[src/rtl/modacc_809.sv]
// Purpose: streaming GF(809) frame accumulator; sums LEN residues mod 809 per frame (optional MODACC_RANGE_CHECK_EN adds err_range).
// Latency: out_valid rises the cycle after the final term of a frame is accepted.
// Backpressure: only the final term stalls, and only while the previous result is still unconsumed.
module modacc_809 #(
    parameter int LEN = 16,
    parameter int CW  = $clog2(LEN + 1)
) (
    input  logic          clk,
    input  logic          rst,
    input  logic          in_valid,
    output logic          in_ready,
    input  logic [9:0]    in_data,
    output logic          out_valid,
    input  logic          out_ready,
    output logic [9:0]    out_data
`ifdef MODACC_RANGE_CHECK_EN
    ,
    output logic          err_range
`endif
);

    localparam logic [10:0]   MOD  = 11'd809;
    localparam logic [CW-1:0] LAST = CW'(LEN - 1);

    logic [9:0]    acc;
    logic [CW-1:0] cnt;
    logic          is_final;
    logic          accept;
    logic [9:0]    term;
    logic [10:0]   sum;
    logic [9:0]    red;

`ifdef MODACC_RANGE_CHECK_EN
    logic          in_oor;
    assign in_oor = ({1'b0, in_data} >= MOD);
`endif

    assign is_final = (cnt == LAST);
    // The final term may not overwrite a result the consumer has not taken yet;
    // a same-cycle consume frees the register, so out_ready unblocks it directly.
    assign in_ready = !(is_final && out_valid && !out_ready);
    assign accept   = in_valid && in_ready;

    // Add one term and fold back into 0..808 with a single conditional subtract;
    // both operands are below 809 so the sum never exceeds 1616.
    always_comb begin
        term = in_data;
`ifdef MODACC_RANGE_CHECK_EN
        if (in_oor) begin
            term = '0;
        end
`endif
        sum = {1'b0, acc} + {1'b0, term};
        if (sum >= MOD) begin
            red = 10'(sum - MOD);
        end else begin
            red = sum[9:0];
        end
    end

    // Accumulator and term counter: advance on every accepted term, clear at frame end.
    always_ff @(posedge clk) begin
        if (rst) begin
            acc <= '0;
            cnt <= '0;
        end else if (accept) begin
            if (is_final) begin
                acc <= '0;
                cnt <= '0;
            end else begin
                acc <= red;
                cnt <= cnt + CW'(1);
            end
        end
    end

    // Output register: load on final term (even during a consume), otherwise drop on consume.
    always_ff @(posedge clk) begin
        if (rst) begin
            out_valid <= 1'b0;
            out_data  <= '0;
        end else if (accept && is_final) begin
            out_valid <= 1'b1;
            out_data  <= red;
        end else if (out_valid && out_ready) begin
            out_valid <= 1'b0;
        end
    end

`ifdef MODACC_RANGE_CHECK_EN
    // Sticky flag: any accepted out-of-range residue is remembered until reset.
    always_ff @(posedge clk) begin
        if (rst) begin
            err_range <= 1'b0;
        end else if (accept && in_oor) begin
            err_range <= 1'b1;
        end
    end
`endif

endmodule

[config.mk]
export PLATFORM = sky130hd
export DESIGN_NAME = modacc_809
export DESIGN_NICKNAME = d
export VERILOG_FILES = /design/src/rtl/modacc_809.sv
export SDC_FILE = /design/constraint.sdc
export NUM_CORES = 1
export LEC_CHECK = 0
export BUFFER_PORTS_ARGS = -buffer_cell sky130_fd_sc_hd__clkbuf_2
export CAP_MARGIN = 20
export CORE_AREA = 2 2 48 83
export CTS_CLUSTER_DIAMETER = 40
export CTS_CLUSTER_SIZE = 30
export DETAILED_ROUTE_END_ITERATION = 6
export DIE_AREA = 0 0 50 85
export GPL_ROUTABILITY_DRIVEN = 1
export GPL_TIMING_DRIVEN = 0
export HOLD_SLACK_MARGIN = 0.06
export PLACE_DENSITY = 0.84
export REMOVE_ABC_BUFFERS = 1
export SYNTH_ARGS = -nofsm -noshare
export SYNTH_HDL_FRONTEND = slang
export SYNTH_SLANG_ARGS = --single-unit
[constraint.sdc]
create_clock -name clk -period 3.4 [get_ports clk]
set_input_delay 0.51 -clock clk [delete_from_list [all_inputs] [get_ports clk]]
set_output_delay 0.51 -clock clk [all_outputs]
set_load 0.02 [all_outputs]
==> key figures <==
Route
  – Vias per cell: 5.79
  – Post-route ant nets: 0
  – Initial DRC count: 23
  – Pre-Repair DR Iteration Count: 4
  – Wire length per cell: 13.2 um
  – Final wirelength: 3850 um
  – DRC Markers: 0
  – Vias: 1,692

Floorplanning
  – Die height: 85 um
  – # rows: 29
  – Die ar.: 4250 um2
  – # IOs: 26
  – Die width: 50 um
  – Initial Util: 0.522
  – CORE AREA: 3590 um2

Synth
  – Async S/R FF share, synth: 0
  – Mapped cell area: 1880 um2
  – Largest family of logic cells by synthesized area: compound AO/OA/AOI/OAI gates
  – Dominant synthesized flop cell: dfxtp_1
  – Post-Synth Simple-Gate Area: 0.219
  – Post-synthesis sequential area ratio: 0.277
  – Post-synth EDFFs: 0
  – Syn avg cell area: 8.27 um2
  – #FFs+latches synth: 26
  – Yosys warning total: 0
  – Post-synthesis mux area share: 0.0213
  – Post-Syn Instances: 227
  – Post-synthesis xor/xnor area fraction: 0.0600
  – Synth unique cells: 57
  – Synth Area in Compound Gates: 0.274
  – Adder-Cell Fraction of Synth Area: 0.0973

Worst hold path
  – Cell depth of the worst min-delay path: 2
  – Worst Hold Path EP: cnt[4]
  – Hold crit path type: flop to flop
  – HP Start: cnt[4]

Placed design
  – DP HPWL: 3150 um
  – Worst slack at placement: 0.0761 ns
  – I/O Buffers: 25
  – DP Area: 1990 um2
  – Gpl congestion: 0.798
  – Placed cells: 289

Final layout
  – P&R area growth vs syn: 8.20%
  – N_diodes: 0
  – Most common cell after layout, fill and taps aside: nor2_1
  – Final instance area: 2030 um2
  – Commonest non-fill, non-tap cells in the layout: 31 x nor2_1, 26 x dfxtp_1, 25 x clkbuf_2
  – Utilization after layout: 0.565
  – Non-filler cells, final: 292
  – Final net count: 276
  – Share of post-route cells with drive strength above 1: 0.179

STA
  – Final hold vios: 0
  – Least-Margin Pin Slew: 0.662 ns
  – Clock Skews: 0.00503 ns
  – Worst rel slew slack: 0.557
  – Maximum operating frequency: 0.323 GHz
  – Hold slack final: 0.468 ns
  – Fin Setup TNS: 0 ns
  – Period Utilization, post-route: 0.910
  – Max Slew Vio Count: 0
  – Final worst slack: 0.305 ns
  – Unrepaired setup endpoints after global routing: false
  – Final setup vio count: 0
  – Minimum clock period: 3.09 ns

Worst setup path
  – Worst r2r dst: out_data[2]
  – CP Cell Sequence: ha_1 -> inv_1 -> fa_1 -> ha_1 -> nor2_1 -> a311oi_1 -> o21ai_0 -> a311oi_4 -> o21ai_1 -> xnor2_1 -> a211oi_1
  – Crit path arrival time: 3.28 ns
  – Max incr delay on CP: 0.60 ns
  – Critical-path top delay cell: fa_1
  – Worst Setup Path Type: flop to flop
  – Startpoint Class: flop
  – Buf/Inv on CP: 1
  – Reg2reg start: acc[0]
  – CP top delay family: compound AO/OA/AOI/OAI gates
  – R2R Setup Slk: 0.31 ns
  – Number of cells on the critical path: 11
  – Critical Path End Type: flop
  – Crit-path most repeated cell: ha_1
  – Critical Path RT: 3.58 ns
  – CP Max Fanout: 10
  – Reg2reg path depth: 11

Clocking
  – CTS tree: done
  – Worst-path clk slew: 0.08 ns
  – CTS resizes: 0
  – Setup repair bufs after CTS: 0
  – CTS Buf Count: 3
  – Clk buf depth: 2
  – Worst-Skew Late Latency: 0.26 ns
  – H-tree levels: 1
  – Clock sink count: 26
  – Hold-fix buffers at CTS: 0
  – CTS root buf: clkbuf_8

Power
  – Overall power: 1.91 mW
  – Leakage: 0.847 nW
  – Worst VDD drop: 0.000449 V
  – Pwr dens: 940 nW/um2

Global route
  – Met2 Track Usage GR: 0.383
  – Overflow after GRT: 0
  – Vias in the first global route: 1,600
  – Largest net degree at the start of global routing: 20
  – Gr usage total: 0.194
  – GR Layer Usage met1: 0.192
  – Antenna violations before repair: 0
  – Gr busiest metal: met2
  – Grt met3 use: 0.0158
  – First-pass GRT wire length: 6560 um

Job
  – Max-Cap Viols: 0

Run status
  – Status: complete, no violations
-- tightest hold or removal path: stages (launching register included) --
cell and delay, ns:
dfxtp_1 0.32, nand2b_1 0.07, a41oi_1 0.04
-- power breakdown --
group / internal (mW) / switching, mW / leakage, nW
Clock: 0.0792 / 0.0874 / 0.0216
Combinational: 0.547 / 0.792 / 0.614
Sequential: 0.362 / 0.0396 / 0.212
-- flip-flops by register name, indices dropped and copies added, names as in the netlist --
register	flops
acc	10
out_data	10
cnt	5
out_valid	1
-- logic make-up (layout without fill, tap and decap cells) --
| group | after synthesis | after routing |
|---|---|---|
| AND/OR/NAND/NOR | 87 | 87 |
| AO/OA/AOI/OAI | 68 | 68 |
| multiplexers | 4 | 4 |
| flip-flops | 26 | 26 |
| adder cells (fa/ha/maj) | 14 | 14 |
| buffers and inverters | 16 | 35 |
| XOR/XNOR | 12 | 12 |
-- cells in the mapped netlist, types with 2 or more instances --
| library cell | number | area share |
|---|---|---|
| ha_1 | 13 | 0.087 |
| or3_1 | 2 | 0.0067 |
| nor2_1 | 31 | 0.062 |
| o21a_1 | 2 | 0.0080 |
| a211oi_1 | 10 | 0.040 |
| nand2_1 | 24 | 0.048 |
| o21ai_2 | 4 | 0.019 |
| buf_6 | 2 | 0.012 |
| nand2b_1 | 5 | 0.017 |
| o21ai_1 | 7 | 0.019 |
| a21oi_1 | 12 | 0.032 |
| mux2i_1 | 4 | 0.021 |
| o211a_1 | 2 | 0.011 |
| xnor2_1 | 5 | 0.023 |
| a41oi_1 | 2 | 0.0093 |
| o21ai_0 | 11 | 0.029 |
| nor3_1 | 3 | 0.0080 |
| nand3_1 | 6 | 0.016 |
| or2_2 | 4 | 0.013 |
| dfxtp_1 | 26 | 0.28 |
| xor2_1 | 6 | 0.028 |
| nand4b_1 | 2 | 0.0093 |
| a311oi_1 | 2 | 0.0093 |
| inv_1 | 7 | 0.014 |
| o21bai_1 | 3 | 0.012 |
-- cell type report --
cell class                      count  area [um2]
Inverter                            7        26.3
Timing Repair Buffer               25         125
Fill cell                         337        1560
Multi-Input combinational cell    185        1260
Clock buffer                        3        41.3
Sequential cell                    26         520
Tap cell                           46        57.6
-- routing by layer --
| layer | up-vias | wire, um |
|---|---|---|
| li1 | 856 | - |
| met1 | 794 | 1460 |
| met2 | 32 | 2220 |
| met3 | 10 | 77 |
| met4 | 0 | 98 |
| met5 | - | 0 |
-- worst max-delay path by stage --
stage | end | startpoint
5_1_grt | out_data[2] | acc[0]
2_1_floorplan | out_data[2] | in_data[0]
3_5_place_dp | out_data[2] | in_data[0]
3_3_place_gp | out_data[2] | in_data[0]
4_1_cts | out_data[2] | acc[0]
6_report | out_data[2] | acc[0]
No activity file was read; power rests on OpenSTA's default activity.
